<file path="src/rtl/pc_sequencer_if.sv">
// Fetch-PC sequencer control and status bundle. The front-end controller drives it as master.
// The sequencer is the slave.
interface pc_sequencer_if #(
  parameter int unsigned DATA_WIDTH = 64
);
  logic                  stall;
  logic                  redirect_valid;
  logic [DATA_WIDTH-1:0] redirect_target;
  logic                  exc_valid;
  logic [1:0]            exc_code;
  logic                  call_valid;
  logic [DATA_WIDTH-1:0] call_target;
  logic                  ret_valid;
  logic [DATA_WIDTH-1:0] current_pc;
  logic                  ras_empty;
  logic                  ras_full;
  logic                  ret_miss;
  logic                  align_fault;

  modport master (
    output stall, redirect_valid, redirect_target, exc_valid, exc_code,
           call_valid, call_target, ret_valid,
    input  current_pc, ras_empty, ras_full, ret_miss, align_fault
  );

  modport slave (
    input  stall, redirect_valid, redirect_target, exc_valid, exc_code,
           call_valid, call_target, ret_valid,
    output current_pc, ras_empty, ras_full, ret_miss, align_fault
  );
endinterface

</file>
<file path="src/rtl/pc_sequencer.sv">
// Prioritised fetch-PC generator with a circular return-address stack.
// Define PC_ALIGN_CHECK_EN to trap misaligned redirect/call targets instead of masking their low bits.
module pc_sequencer #(
  parameter int unsigned                DATA_WIDTH   = 64,
  parameter logic [DATA_WIDTH-1:0]      RESET_VECTOR = '0,
  parameter int unsigned                INST_BYTES   = 4,
  parameter logic [DATA_WIDTH-1:0]      EXC_BASE     = 'h400,
  parameter int unsigned                RAS_DEPTH    = 8
) (
  input logic           clk,
  input logic           reset,
  pc_sequencer_if.slave bus
);
  localparam int unsigned PTR_W = $clog2(RAS_DEPTH);
  localparam int unsigned CNT_W = PTR_W + 1;

  typedef logic [DATA_WIDTH-1:0] addr_t;

  localparam addr_t ALIGN_MASK = addr_t'(INST_BYTES - 1);
  localparam addr_t ALIGN_VEC  = EXC_BASE + addr_t'(12'h180);

  addr_t            pc_q, pc_d;
  logic [PTR_W-1:0] ptr_q, ptr_d;
  logic [CNT_W-1:0] cnt_q, cnt_d;
  logic             retMiss_q, retMiss_d;
  logic             alignFault_q, alignFault_d;

  addr_t            ras_q [RAS_DEPTH];
  logic             rasWe;
  logic [PTR_W-1:0] rasWaddr;

  addr_t            seqPc, excVec, redirTarget, callTarget;
  logic             redirBad, callBad, rasEmpty, rasFull;
  logic [PTR_W-1:0] topIdx;

  assign seqPc    = pc_q + addr_t'(INST_BYTES);
  assign excVec   = EXC_BASE + (addr_t'(bus.exc_code) << 7);
  assign topIdx   = ptr_q - PTR_W'(1);
  assign rasEmpty = (cnt_q == '0);
  assign rasFull  = (cnt_q == CNT_W'(RAS_DEPTH));

`ifdef PC_ALIGN_CHECK_EN
  assign redirTarget = bus.redirect_target;
  assign callTarget  = bus.call_target;
  assign redirBad    = |(bus.redirect_target & ALIGN_MASK);
  assign callBad     = |(bus.call_target & ALIGN_MASK);
`else
  assign redirTarget = bus.redirect_target & ~ALIGN_MASK;
  assign callTarget  = bus.call_target & ~ALIGN_MASK;
  assign redirBad    = 1'b0;
  assign callBad     = 1'b0;
`endif

  // ptr_q is the next free slot, so a push while full lands on the oldest entry.
  always_comb begin
    pc_d         = seqPc;
    ptr_d        = ptr_q;
    cnt_d        = cnt_q;
    retMiss_d    = 1'b0;
    alignFault_d = 1'b0;
    rasWe        = 1'b0;
    rasWaddr     = ptr_q;

    if (bus.exc_valid) begin
      pc_d  = excVec;
      cnt_d = '0;
      ptr_d = '0;
    end else if (bus.redirect_valid) begin
      if (redirBad) begin
        pc_d         = ALIGN_VEC;
        cnt_d        = '0;
        ptr_d        = '0;
        alignFault_d = 1'b1;
      end else begin
        pc_d = redirTarget;
      end
    end else if (bus.stall) begin
      pc_d = pc_q;
    end else if (bus.call_valid) begin
      if (callBad) begin
        pc_d         = ALIGN_VEC;
        cnt_d        = '0;
        ptr_d        = '0;
        alignFault_d = 1'b1;
      end else begin
        pc_d  = callTarget;
        rasWe = 1'b1;
        if (bus.ret_valid && !rasEmpty) begin
          rasWaddr = topIdx;
        end else begin
          ptr_d = ptr_q + PTR_W'(1);
          if (!rasFull) cnt_d = cnt_q + CNT_W'(1);
        end
      end
    end else if (bus.ret_valid) begin
      if (!rasEmpty) begin
        pc_d  = ras_q[topIdx];
        ptr_d = topIdx;
        cnt_d = cnt_q - CNT_W'(1);
      end else begin
        retMiss_d = 1'b1;
      end
    end
  end

  always_ff @(posedge clk) begin
    if (reset) begin
      pc_q         <= RESET_VECTOR;
      ptr_q        <= '0;
      cnt_q        <= '0;
      retMiss_q    <= 1'b0;
      alignFault_q <= 1'b0;
    end else begin
      pc_q         <= pc_d;
      ptr_q        <= ptr_d;
      cnt_q        <= cnt_d;
      retMiss_q    <= retMiss_d;
      alignFault_q <= alignFault_d;
    end
  end

  // Stack contents need no reset; only the pointer and count define validity.
  always_ff @(posedge clk) begin
    if (rasWe && !reset) ras_q[rasWaddr] <= seqPc;
  end

  assign bus.current_pc  = pc_q;
  assign bus.ras_empty   = rasEmpty;
  assign bus.ras_full    = rasFull;
  assign bus.ret_miss    = retMiss_q;
  assign bus.align_fault = alignFault_q;
endmodule

</file>
<file path="src/flat_wrapper.sv">
// flat-port wrapper written by rule: the top's interface ports become plain ports
module pc_sequencer_flat 
#(
  parameter int unsigned                DATA_WIDTH   = 64,
  parameter logic [DATA_WIDTH-1:0]      RESET_VECTOR = '0,
  parameter int unsigned                INST_BYTES   = 4,
  parameter logic [DATA_WIDTH-1:0]      EXC_BASE     = 'h400,
  parameter int unsigned                RAS_DEPTH    = 8
)
  (clk, reset, bus_stall, bus_redirect_valid, bus_redirect_target, bus_exc_valid, bus_exc_code, bus_call_valid, bus_call_target, bus_ret_valid, bus_current_pc, bus_ras_empty, bus_ras_full, bus_ret_miss, bus_align_fault);
  pc_sequencer_if #(.DATA_WIDTH(DATA_WIDTH)) bus_i ();
  input logic clk;
  input logic reset;
  input wire logic [$bits(bus_i.stall)-1:0] bus_stall;
  input wire logic [$bits(bus_i.redirect_valid)-1:0] bus_redirect_valid;
  input wire logic [$bits(bus_i.redirect_target)-1:0] bus_redirect_target;
  input wire logic [$bits(bus_i.exc_valid)-1:0] bus_exc_valid;
  input wire logic [$bits(bus_i.exc_code)-1:0] bus_exc_code;
  input wire logic [$bits(bus_i.call_valid)-1:0] bus_call_valid;
  input wire logic [$bits(bus_i.call_target)-1:0] bus_call_target;
  input wire logic [$bits(bus_i.ret_valid)-1:0] bus_ret_valid;
  output wire logic [$bits(bus_i.current_pc)-1:0] bus_current_pc;
  output wire logic [$bits(bus_i.ras_empty)-1:0] bus_ras_empty;
  output wire logic [$bits(bus_i.ras_full)-1:0] bus_ras_full;
  output wire logic [$bits(bus_i.ret_miss)-1:0] bus_ret_miss;
  output wire logic [$bits(bus_i.align_fault)-1:0] bus_align_fault;
  assign bus_i.stall = bus_stall;
  assign bus_i.redirect_valid = bus_redirect_valid;
  assign bus_i.redirect_target = bus_redirect_target;
  assign bus_i.exc_valid = bus_exc_valid;
  assign bus_i.exc_code = bus_exc_code;
  assign bus_i.call_valid = bus_call_valid;
  assign bus_i.call_target = bus_call_target;
  assign bus_i.ret_valid = bus_ret_valid;
  assign bus_current_pc = bus_i.current_pc;
  assign bus_ras_empty = bus_i.ras_empty;
  assign bus_ras_full = bus_i.ras_full;
  assign bus_ret_miss = bus_i.ret_miss;
  assign bus_align_fault = bus_i.align_fault;
  pc_sequencer #(.DATA_WIDTH(DATA_WIDTH), .RESET_VECTOR(RESET_VECTOR), .INST_BYTES(INST_BYTES), .EXC_BASE(EXC_BASE), .RAS_DEPTH(RAS_DEPTH)) u_core (.clk(clk), .reset(reset), .bus(bus_i));
endmodule
</file>
<file path="config.mk">
export PLATFORM = sky130hd
export DESIGN_NAME = pc_sequencer_flat
export DESIGN_NICKNAME = d
export VERILOG_FILES = /design/src/rtl/pc_sequencer_if.sv /design/src/rtl/pc_sequencer.sv /design/src/flat_wrapper.sv
export SDC_FILE = /design/constraint.sdc
export NUM_CORES = 1
export LEC_CHECK = 0
export CAP_MARGIN = 40
export CORE_AREA = 2 2 292 294
export CTS_CLUSTER_DIAMETER = 50
export DETAILED_ROUTE_END_ITERATION = 16
export DIE_AREA = 0 0 294 296
export HOLD_SLACK_MARGIN = 0.12
export PLACE_DENSITY_LB_ADDON = 0.08
export SLEW_MARGIN = 20
export SYNTH_ARGS = -nofsm -noshare
export SYNTH_HDL_FRONTEND = slang
export SYNTH_SLANG_ARGS = --single-unit
</file>
<file path="constraint.sdc">
create_clock -name clk -period 8.65 [get_ports clk]
set_clock_uncertainty 0.2 [all_clocks]
set_input_delay 1.73 -clock clk [delete_from_list [all_inputs] [get_ports clk]]
set_output_delay 1.73 -clock clk [all_outputs]
set_load 0.005 [all_outputs]
</file>
# Word level (Yosys, flattened, before mapping)
# Memory sizes are Yosys's and may differ from the RTL's.
# Index checks and enable logic that the tools add are counted.
# classes
addsub,6
n_eq_ne,5
mux,27
bitwise_logic,3
n_reduce_logical,10
# op_table
op,n
2-to-1 mux 64 bit,6
adder 64 x 3 -> 64 bit (second input constant),1
2-to-1 mux 3 bit,9
2-to-1 mux 4 bit,5
adder 11 x 9 -> 12 bit (first input constant),1
2-to-1 mux 1 bit,7
!= test 2 bit (second input constant),3
AND reduction 6 bit,1
OR reduction 6 bit,1
AND reduction 5 bit,1
adder 4 x 1 -> 4 bit (second input constant),1
equality test 4 bit (second input constant),1
zero test 4 bit,1
subtractor 4 x 1 -> 4 bit (second input constant),1
adder 3 x 1 -> 3 bit (second input constant),1
!= test 3 x 1 -> 1 bit (second input constant),1
inverter 1 bit,3
subtractor 3 x 1 -> 3 bit (second input constant),1
logical AND 1 bit,2
zero test 1 bit,2
nonzero test 2 bit,1
OR reduction 2 bit,1
# word_totals
regBits,72
ram_bits,512
out_inout_bits,68
word_cells,56
n_memories,1
# memory_table
name,words,width,rd,rd_ports_with_merged_regs,write_ports,line,rtl
u_core.ras_q,8,64,1,0,1,pc_sequencer.sv:28,addr_t ras_q [RAS_DEPTH];

# Logic depth before layout (Yosys ltp)
# Gate-level depths: netlist of run 1.
# depth
ltp_word,8
depth_mapped,15

# Worst setup path before layout of run 1
# OpenSTA, ideal clock, no wires.
# synth_path
kind,input-to-reg
from,in bus_redirect_valid
to,"mem u_core.ras_q[2][0] in the netlist's numbering, enable pin"
setup_time_ns,0.565
arrival_ns,7.378
required_time_ns,7.885
slack_ns,0.507
path_stages,7
path_cell_list,clkbuf_1 > inv_1 > nand2_1 > or4_1 > clkbuf_1 > o31a_1 > nor3_1
# synth_between
elab_chain_cells,5
elab_cells_between_ends,7
# synth_rtl
element,line,rtl
from (decl),flat_wrapper.sv:15,input wire logic [$bits(bus_i.redirect_valid)-1:0] bus_redirect_valid;
2-to-1 mux 1 bit,pc_sequencer.sv:68,end else if (bus.redirect_valid) begin
2-to-1 mux 1 bit,pc_sequencer.sv:64,if (bus.exc_valid) begin
logical AND 1 bit,pc_sequencer.sv:124,if (rasWe && !reset) ras_q[rasWaddr] <= seqPc;
2-to-1 mux 1 bit,pc_sequencer.sv:124,
2-to-1 mux 1 bit (implied by the code),pc_sequencer.sv:124,
to (decl),pc_sequencer.sv:28,
# Several ways; a longest one is shown, not always the timed one.

# Final worst setup path of run 1
# layout_path
from,in bus_ret_valid
to,"mem u_core.ras_q[5][1] in the netlist's numbering, enable pin"
# layout_between
elab_chain_cells,6
# layout_rtl
element,line,rtl
from (decl),flat_wrapper.sv:21,input wire logic [$bits(bus_i.ret_valid)-1:0] bus_ret_valid;
logical AND 1 bit,pc_sequencer.sv:88,if (bus.ret_valid && !rasEmpty) begin
2-to-1 mux 3 bit,pc_sequencer.sv:88,
2-to-1 mux 3 bit,pc_sequencer.sv:79,end else if (bus.call_valid) begin
2-to-1 mux 3 bit,pc_sequencer.sv:77,end else if (bus.stall) begin
2-to-1 mux 3 bit,pc_sequencer.sv:68,
2-to-1 mux 3 bit,pc_sequencer.sv:64,
# Every way passes these cells.

==> tab_implementation.tex, run 1 <==
\begin{tabular}{lr}
\hline
Metric & Value \\
\hline
\multicolumn{2}{l}{\textbf{Floorplan}} \\
\quad Floorplan die height & 296 µm \\
\quad Number of cell rows & 107 \\
\quad Total core area & 84200 µm² \\
\quad Width of the die & 294 µm \\
\quad Total die area & 87000 µm² \\
\quad Number of placed I/O pins & 205 \\
\quad Initial cell density of the core & 29.7\% \\
\multicolumn{2}{l}{\textbf{CTS}} \\
\quad Clock-pin transition on the worst setup and hold timing paths & 0.06 ns \\
\quad Library cell used as clock root buffer & sky130\_fd\_sc\_hd\_\_clkbuf\_16 \\
\quad Post-CTS Setup Inserts & 0 \\
\quad CTS hold repair buffers & 0 \\
\quad CTS tree & yes \\
\quad Clk sinks & 584 \\
\quad Clock Path Buffers & 3 \\
\quad CTS-repair resized insts & 0 \\
\quad CTS buffer count & 80 \\
\quad H-Tree Depth & 3 \\
\quad Later-pin clock latency in the skew report & 0.63 ns \\
\multicolumn{2}{l}{\textbf{Synthesis}} \\
\quad FFs w/ async S/R, synth & 0\% \\
\quad List of most frequent post-synthesis cells & sky130\_fd\_sc\_hd\_\_edfxtp\_1 (512), sky130\_fd\_sc\_hd\_\_nand2\_1 (161), sky130\_fd\_sc\_hd\_\_mux4\_2 (128) \\
\quad Seq/Total Area, Yosys & 67.2\% \\
\quad Number of warnings issued by yosys & 0 \\
\quad Number of distinct standard cells referenced by the synthesized netlist & 74 \\
\quad Top cells by area, synth & sky130\_fd\_sc\_hd\_\_edfxtp\_1 (61\%), sky130\_fd\_sc\_hd\_\_mux4\_2 (12\%), sky130\_fd\_sc\_hd\_\_dfxtp\_1 (5.8\%), sky130\_fd\_sc\_hd\_\_nand2\_1 (2.4\%), sky130\_fd\_sc\_hd\_\_xnor2\_1 (1.5\%) \\
\quad Seq cells post-synth & 584 \\
\quad Share of Yosys cell area claimed by the top area cell type & 61.4\% \\
\quad Primary FF master, synth & sky130\_fd\_sc\_hd\_\_edfxtp\_1 \\
\quad Syn Area/Cell & 15.2 µm² \\
\quad Post-synth EDFFs & 512 \\
\quad Most repeated cell in the gate-level netlist after synthesis & sky130\_fd\_sc\_hd\_\_edfxtp\_1 \\
\quad Number of cells produced by synthesis & 1644 \\
\quad Largest area contributor in the synthesized netlist & sky130\_fd\_sc\_hd\_\_edfxtp\_1 \\
\quad Cell area after technology mapping & 25000 µm² \\
\quad Net count after synthesis & 1787 \\
\multicolumn{2}{l}{\textbf{Setup path}} \\
\quad Crit path top cell by count & sky130\_fd\_sc\_hd\_\_buf\_4 \\
\quad Required time of the worst setup path & 8.69 ns \\
\quad Critical path endpoint category & flop \\
\quad Worst path bufs/invs & 3 \\
\quad Max incr delay on CP & 0.74 ns \\
\quad Cells along the critical path & clkdlybuf4s50\_1 -> o41ai\_4 -> buf\_4 -> or4\_1 -> xnor2\_1 -> nor3\_2 -> buf\_4 \\
\quad Nature of the critical path startpoint & input port \\
\quad Crit path max-delay cell type & sky130\_fd\_sc\_hd\_\_or4\_1 \\
\quad Critical path's top delay family & buffers and inverters \\
\quad CP arrival & 4.74 ns \\
\quad Critical path fanouts, max & 39 \\
\quad Register-to-register setup slack & 4.33 ns \\
\quad Kind of critical path & input port to flop \\
\multicolumn{2}{l}{\textbf{Placement}} \\
\quad \# port buffers & 199 \\
\quad Final HPWL DP & 56200 µm \\
\quad Final estimated routing congestion in global placement & 0.766 \\
\multicolumn{2}{l}{\textbf{Global routing}} \\
\quad First-pass GRT wire length & 125000 µm \\
\quad Global-route usage over all layers & 20.3\% \\
\quad Pin count of the biggest net entering global routing & 48 \\
\quad Via count of the first global-routing pass & 16556 \\
\quad Remaining global-route overflow & 0 \\
\quad Number of antenna violations at the first check in global routing & 2 \\
\multicolumn{2}{l}{\textbf{Routing}} \\
\quad Sum of met3 wire segment lengths after detailed routing & 4830 µm \\
\quad Number of optimization iterations in the first detailed-route pass & 5 \\
\quad Highest routing layer actually used & met4 \\
\quad Overall routed net length & 88400 µm \\
\quad Number of vias after detailed routing & 16447 \\
\quad Met2 wirelength from detailed routing & 41400 µm \\
\quad DR vias/cell & 5.40 \\
\quad Post-detailed-route DRC marker count & 0 \\
\quad Post-route met1 wirelength & 40200 µm \\
\quad Antenna viol nets, final & 0 \\
\quad Iter 0 DRT Violations & 1483 \\
\quad Routed wire per std cell & 29.0 µm \\
\multicolumn{2}{l}{\textbf{Pwr}} \\
\quad Peak VDD IR & 0.133 mV \\
\quad Pwr Density & 217 nW/µm² \\
\quad LEAKAGE & 10.1 nW \\
\multicolumn{2}{l}{\textbf{Flow run}} \\
\quad Max-cap check violation count & 0 \\
\multicolumn{2}{l}{\textbf{STA}} \\
\quad Final Max Slew Viols & 0 \\
\quad Setup repair after global routing missed its margin & false \\
\quad Worst hold margin & 0.355 ns \\
\quad Final worst path period share & 54.4\% \\
\quad Hold Violations, Final & 0 \\
\quad Crit path time final & 4.70 ns \\
\quad Total Negative Setup Slacks & 0 ns \\
\quad Normalized max-slew margin & 35.6\% \\
\quad F\_max & 213 MHz \\
\quad Worst Max-Slew Pin Slew & 0.958 ns \\
\quad Total of endpoints with negative setup slack in the final report & 0 \\
\multicolumn{2}{l}{\textbf{Cells and area}} \\
\quad Synthesis-to-layout area growth & 25.3\% \\
\quad Antenna diodes & 0 \\
\quad Share of cells above drive strength 1 & 18.8\% \\
\quad Final net count & 2029 \\
\multicolumn{2}{l}{\textbf{Hold path}} \\
\quad Min-Delay Path Class & flop to flop \\
\multicolumn{2}{l}{\textbf{Status}} \\
\quad Status & finished clean \\
\hline
\end{tabular}
-- per-stage QoR --
step	setup WS, ns	cells	util [%]	total power [mW]	cell area, µm²
2_1_floorplan	0.507	1644	-	3.35	25000
3_3_place_gp	3.31	2878	33.8	3.58	28500
3_5_place_dp	3.30	2890	34.0	3.59	28600
4_1_cts	3.96	3040	37.2	6.90	31300
5_1_grt	3.88	3044	37.2	7.04	31400
6_report	3.95	3044	37.2	6.82	31400
-- kinds of logic after synthesis --
group / share of synthesized area (%)
fa+ha+maj: 0.330
mux: 12.3
flops: 67.2
xor+xnor: 2.13
other cells: 0.0150
buf+inv: 2.28
simple gates: 7.69
compound gates: 8.10
-- worst min-delay path, stage by stage (launching register included) --
cell and delay, ns:
sky130_fd_sc_hd__dfxtp_1 0.38, sky130_fd_sc_hd__nand2_1 0.08, sky130_fd_sc_hd__nand2_1 0.05
-- cell type report --
cell class	count	area, µm²
fill	7911	52900
multi-input combinational	917	7780
tap	1090	1360
sequential	584	16800
inverter	35	131
timing repair buffer	268	2560
clock buffer	100	2160
clock inverter	50	543
-- routing by layer --
metal,vias up,track usage [%]
li1,7081,-
met1,8698,28.6
met2,564,32.5
met3,104,3.03
met4,0,5.89
met5,-,0
-- worst paths after layout --
kind,cells after the start,end,start
setup / recovery,7,u_core.ras_q[5][1],bus_ret_valid
hold reg to reg,2,u_core.bus.current_pc[23],u_core.bus.current_pc[23]
hold / removal,2,u_core.bus.current_pc[23],u_core.bus.current_pc[23]
setup reg to reg,5,u_core.ras_q[3][49],u_core.bus.current_pc[7]
-- layout by cell type, fill, tap and decap left out, types with 33 or more instances in the layout --
cell,instances
sky130_fd_sc_hd__xnor2_1,41
sky130_fd_sc_hd__nand3_1,43
sky130_fd_sc_hd__clkbuf_16,82
sky130_fd_sc_hd__a21oi_1,68
sky130_fd_sc_hd__dfxtp_1,71
sky130_fd_sc_hd__edfxtp_1,512
sky130_fd_sc_hd__clkdlybuf4s50_1,197
sky130_fd_sc_hd__buf_4,58
sky130_fd_sc_hd__nand2_1,161
sky130_fd_sc_hd__o21ai_0,67
sky130_fd_sc_hd__inv_1,33
sky130_fd_sc_hd__mux4_2,128
sky130_fd_sc_hd__nor2_1,60
-- power by group --
group / internal, mW / switching (mW) / leakage (nW)
registers: 3.08 / 0.0443 / 5.29
clock network: 1.99 / 1.30 / 1.28
logic: 0.172 / 0.232 / 3.56
total: 5.24 / 1.58 / 10.1
-- flip-flops by register name (all words and copies together) (netlist names) --
register,flops
u_core.ras_q,512
u_core.ptr_q,3
u_core.bus.current_pc,64
u_core.cnt_q,4
u_core.bus.ret_miss,1
Note: power is estimated with default switching activity, not from simulation.
==> run 2: changes to the inputs <==
==> constraint.sdc (replaced) <==
create_clock -name clk -period 3.8 [get_ports clk]
set_clock_uncertainty 0.2 [all_clocks]
set_input_delay 0.76 -clock clk [delete_from_list [all_inputs] [get_ports clk]]
set_output_delay 0.76 -clock clk [all_outputs]
set_load 0.005 [all_outputs]
==> run 2 against run 1 <==
  * First-iteration DRC count decreased by 12%
  * Global-route usage rose by 0.31 points
  * Combinational power rose to 2.6 times the previous value
  * Utilization increased by 1.8 points
  * Cell area increased by 4.8%
==> tab_implementation.tex, run 2 (same netlist as run 1, synthesis figures left out) <==
\begin{tabular}{lr}
\hline
Metric & Value \\
\hline
\multicolumn{2}{l}{\textbf{Placement}} \\
\quad Final estimated routing congestion in global placement & 0.789 \\
\quad Number of placed instances, taps included & 3009 \\
\quad Final HPWL DP & 59800 µm \\
\quad \# port buffers & 199 \\
\multicolumn{2}{l}{\textbf{Flow run}} \\
\quad Max-cap check violation count & 0 \\
\multicolumn{2}{l}{\textbf{STA}} \\
\quad Worst Max-Slew Pin Slew & 0.889 ns \\
\quad Total of endpoints with negative setup slack in the final report & 0 \\
\quad Hold Violations, Final & 0 \\
\quad F\_max & 286 MHz \\
\quad Normalized max-slew margin & 40.3\% \\
\quad Final Max Slew Viols & 0 \\
\quad Setup repair after global routing missed its margin & false \\
\quad Crit path time final & 3.50 ns \\
\quad Final worst path period share & 92.0\% \\
\multicolumn{2}{l}{\textbf{CTS}} \\
\quad Later-pin clock latency in the skew report & 0.62 ns \\
\quad Clock Path Buffers & 3 \\
\quad CTS hold repair buffers & 0 \\
\quad CTS-repair resized insts & 0 \\
\quad Post-CTS Setup Inserts & 0 \\
\quad Clk sinks & 584 \\
\quad Clock-pin transition on the worst setup and hold timing paths & 0.06 ns \\
\quad H-Tree Depth & 3 \\
\quad Library cell used as clock root buffer & sky130\_fd\_sc\_hd\_\_clkbuf\_16 \\
\quad CTS tree & yes \\
\quad CTS buffer count & 81 \\
\multicolumn{2}{l}{\textbf{Global routing}} \\
\quad Global-route usage over all layers & 20.6\% \\
\quad Number of antenna violations at the first check in global routing & 4 \\
\quad Pin count of the biggest net entering global routing & 77 \\
\quad Remaining global-route overflow & 0 \\
\quad First-pass GRT wire length & 127000 µm \\
\quad Via count of the first global-routing pass & 17448 \\
\multicolumn{2}{l}{\textbf{Cells and area}} \\
\quad Count of placed standard cells in the final layout, fillers left out & 3164 \\
\quad Most common cell after layout, fill and taps aside & sky130\_fd\_sc\_hd\_\_edfxtp\_1 \\
\quad Antenna diodes & 0 \\
\quad Most frequent cells in the layout & sky130\_fd\_sc\_hd\_\_edfxtp\_1 (512), sky130\_fd\_sc\_hd\_\_clkdlybuf4s50\_1 (197), sky130\_fd\_sc\_hd\_\_nand2\_1 (160), sky130\_fd\_sc\_hd\_\_buf\_4 (147), sky130\_fd\_sc\_hd\_\_mux4\_2 (128) \\
\quad Filler cell count in the final layout & 7895 \\
\quad Final net count & 2150 \\
\quad Share of cells above drive strength 1 & 23.6\% \\
\quad Max reg flops & 512 \\
\quad Synthesis-to-layout area growth & 31.2\% \\
\quad Biggest register & u\_core.ras\_q \\
\multicolumn{2}{l}{\textbf{Routing}} \\
\quad Routed wire per std cell & 28.3 µm \\
\quad Iter 0 DRT Violations & 1304 \\
\quad Overall routed net length & 89600 µm \\
\quad Post-detailed-route DRC marker count & 0 \\
\quad Antenna viol nets, final & 0 \\
\quad DR vias/cell & 5.26 \\
\quad Number of vias after detailed routing & 16654 \\
\quad Number of optimization iterations in the first detailed-route pass & 5 \\
\multicolumn{2}{l}{\textbf{Pwr}} \\
\quad Design Power & 16.0 mW \\
\quad Peak VDD IR & 0.300 mV \\
\quad Pwr Density & 487 nW/µm² \\
\quad LEAKAGE & 11.0 nW \\
\multicolumn{2}{l}{\textbf{Setup path}} \\
\quad Nature of the critical path startpoint & flop \\
\quad Critical path fanouts, max & 9 \\
\quad Kind of critical path & flop to flop \\
\quad Required time of the worst setup path & 4.17 ns \\
\quad Critical path endpoint category & flop \\
\quad CP arrival & 3.87 ns \\
\multicolumn{2}{l}{\textbf{Floorplan}} \\
\quad Width of the die & 294 µm \\
\quad Number of placed I/O pins & 205 \\
\quad Number of cell rows & 107 \\
\quad Total die area & 87000 µm² \\
\quad Initial cell density of the core & 29.7\% \\
\quad Total core area & 84200 µm² \\
\quad Floorplan die height & 296 µm \\
\multicolumn{2}{l}{\textbf{Status}} \\
\quad Status & finished clean \\
\multicolumn{2}{l}{\textbf{Hold path}} \\
\quad Min-Delay Path Class & flop to flop \\
\hline
\end{tabular}
-- run 2: cell count changes in the layout (fill, tap and decap cells not counted), sizes merged --
cell | before | now
clkbuf | 103 | 98
clkdlybuf4s18 | 2 | 0
bufinv | 6 | 12
inv | 45 | 47
buf | 66 | 187
clkinvlp | 11 | 9
-- run 2: metal layers --
metal  global-route usage (%)  share of wire, %  vias to the layer above
li1                         -                 -                     7322
met1                     28.5                45                     8738
met2                     32.8                47                      472
met3                     3.76               5.5                      120
met4                     6.52               2.6                        2
met5                        0            0.0078                        -
-- run 2: worst max-delay path, stage by stage, from the launching register on --
cell and delay (ns):
sky130_fd_sc_hd__dfxtp_1 0.55, sky130_fd_sc_hd__inv_1 0.15, sky130_fd_sc_hd__or4_1 0.69, sky130_fd_sc_hd__or3_1 0.62, sky130_fd_sc_hd__nor3_1 0.32, sky130_fd_sc_hd__xor2_1 0.63
sky130_fd_sc_hd__a31o_2 0.26
-- run 2: per-stage QoR --
step / setup TNS, ns / util [%] / hold WS (ns) / area (µm²) / setup slack (ns)
floorplan: -191.90 / - / 0.293 / 25300 / -0.381
finish: 0 / 39.0 / 0.367 / 32900 / 0.304
detailed placement: 0 / 35.6 / 0.359 / 30000 / 0.0543
global route: 0 / 39.0 / 0.399 / 32900 / 0.109
CTS: 0 / 38.9 / 0.375 / 32800 / 0.293
global placement: 0 / 35.6 / 0.348 / 29900 / 0.00638
-- run 2: layout make-up --
cell class / instances / area, µm² / share of cell area [%]
Clock buffer: 94 / 2130 / 6.48
Clock inverter: 56 / 702 / 2.14
Inverter: 35 / 141 / 0.430
Multi-Input combinational cell: 917 / 7810 / 23.8
Sequential cell: 584 / 16800 / 51.2
Tap cell: 1090 / 1360 / 4.15
Timing Repair Buffer: 388 / 3880 / 11.8
-- run 2: final timing paths --
| path | start | end | slack [ns] | cells past startpoint |
|---|---|---|---|---|
| worst min register to register | u_core.cnt_q[3] | u_core.cnt_q[3] | 0.37 | 2 |
| worst max register to register | u_core.bus.current_pc[20] | u_core.bus.current_pc[51] | 0.30 | 6 |
| worst max-delay path | u_core.bus.current_pc[20] | u_core.bus.current_pc[51] | 0.30 | 6 |
| worst min-delay path | u_core.cnt_q[3] | u_core.cnt_q[3] | 0.37 | 2 |
-- run 2: report_power, final --
group	total (mW)	internal [mW]	leakage (nW)	switching, mW
clock	7.90	4.90	1.35	3.00
combinational	1.05	0.457	4.31	0.598
sequential	7.06	7.01	5.29	0.0543
total	16.0	12.4	11.0	3.65
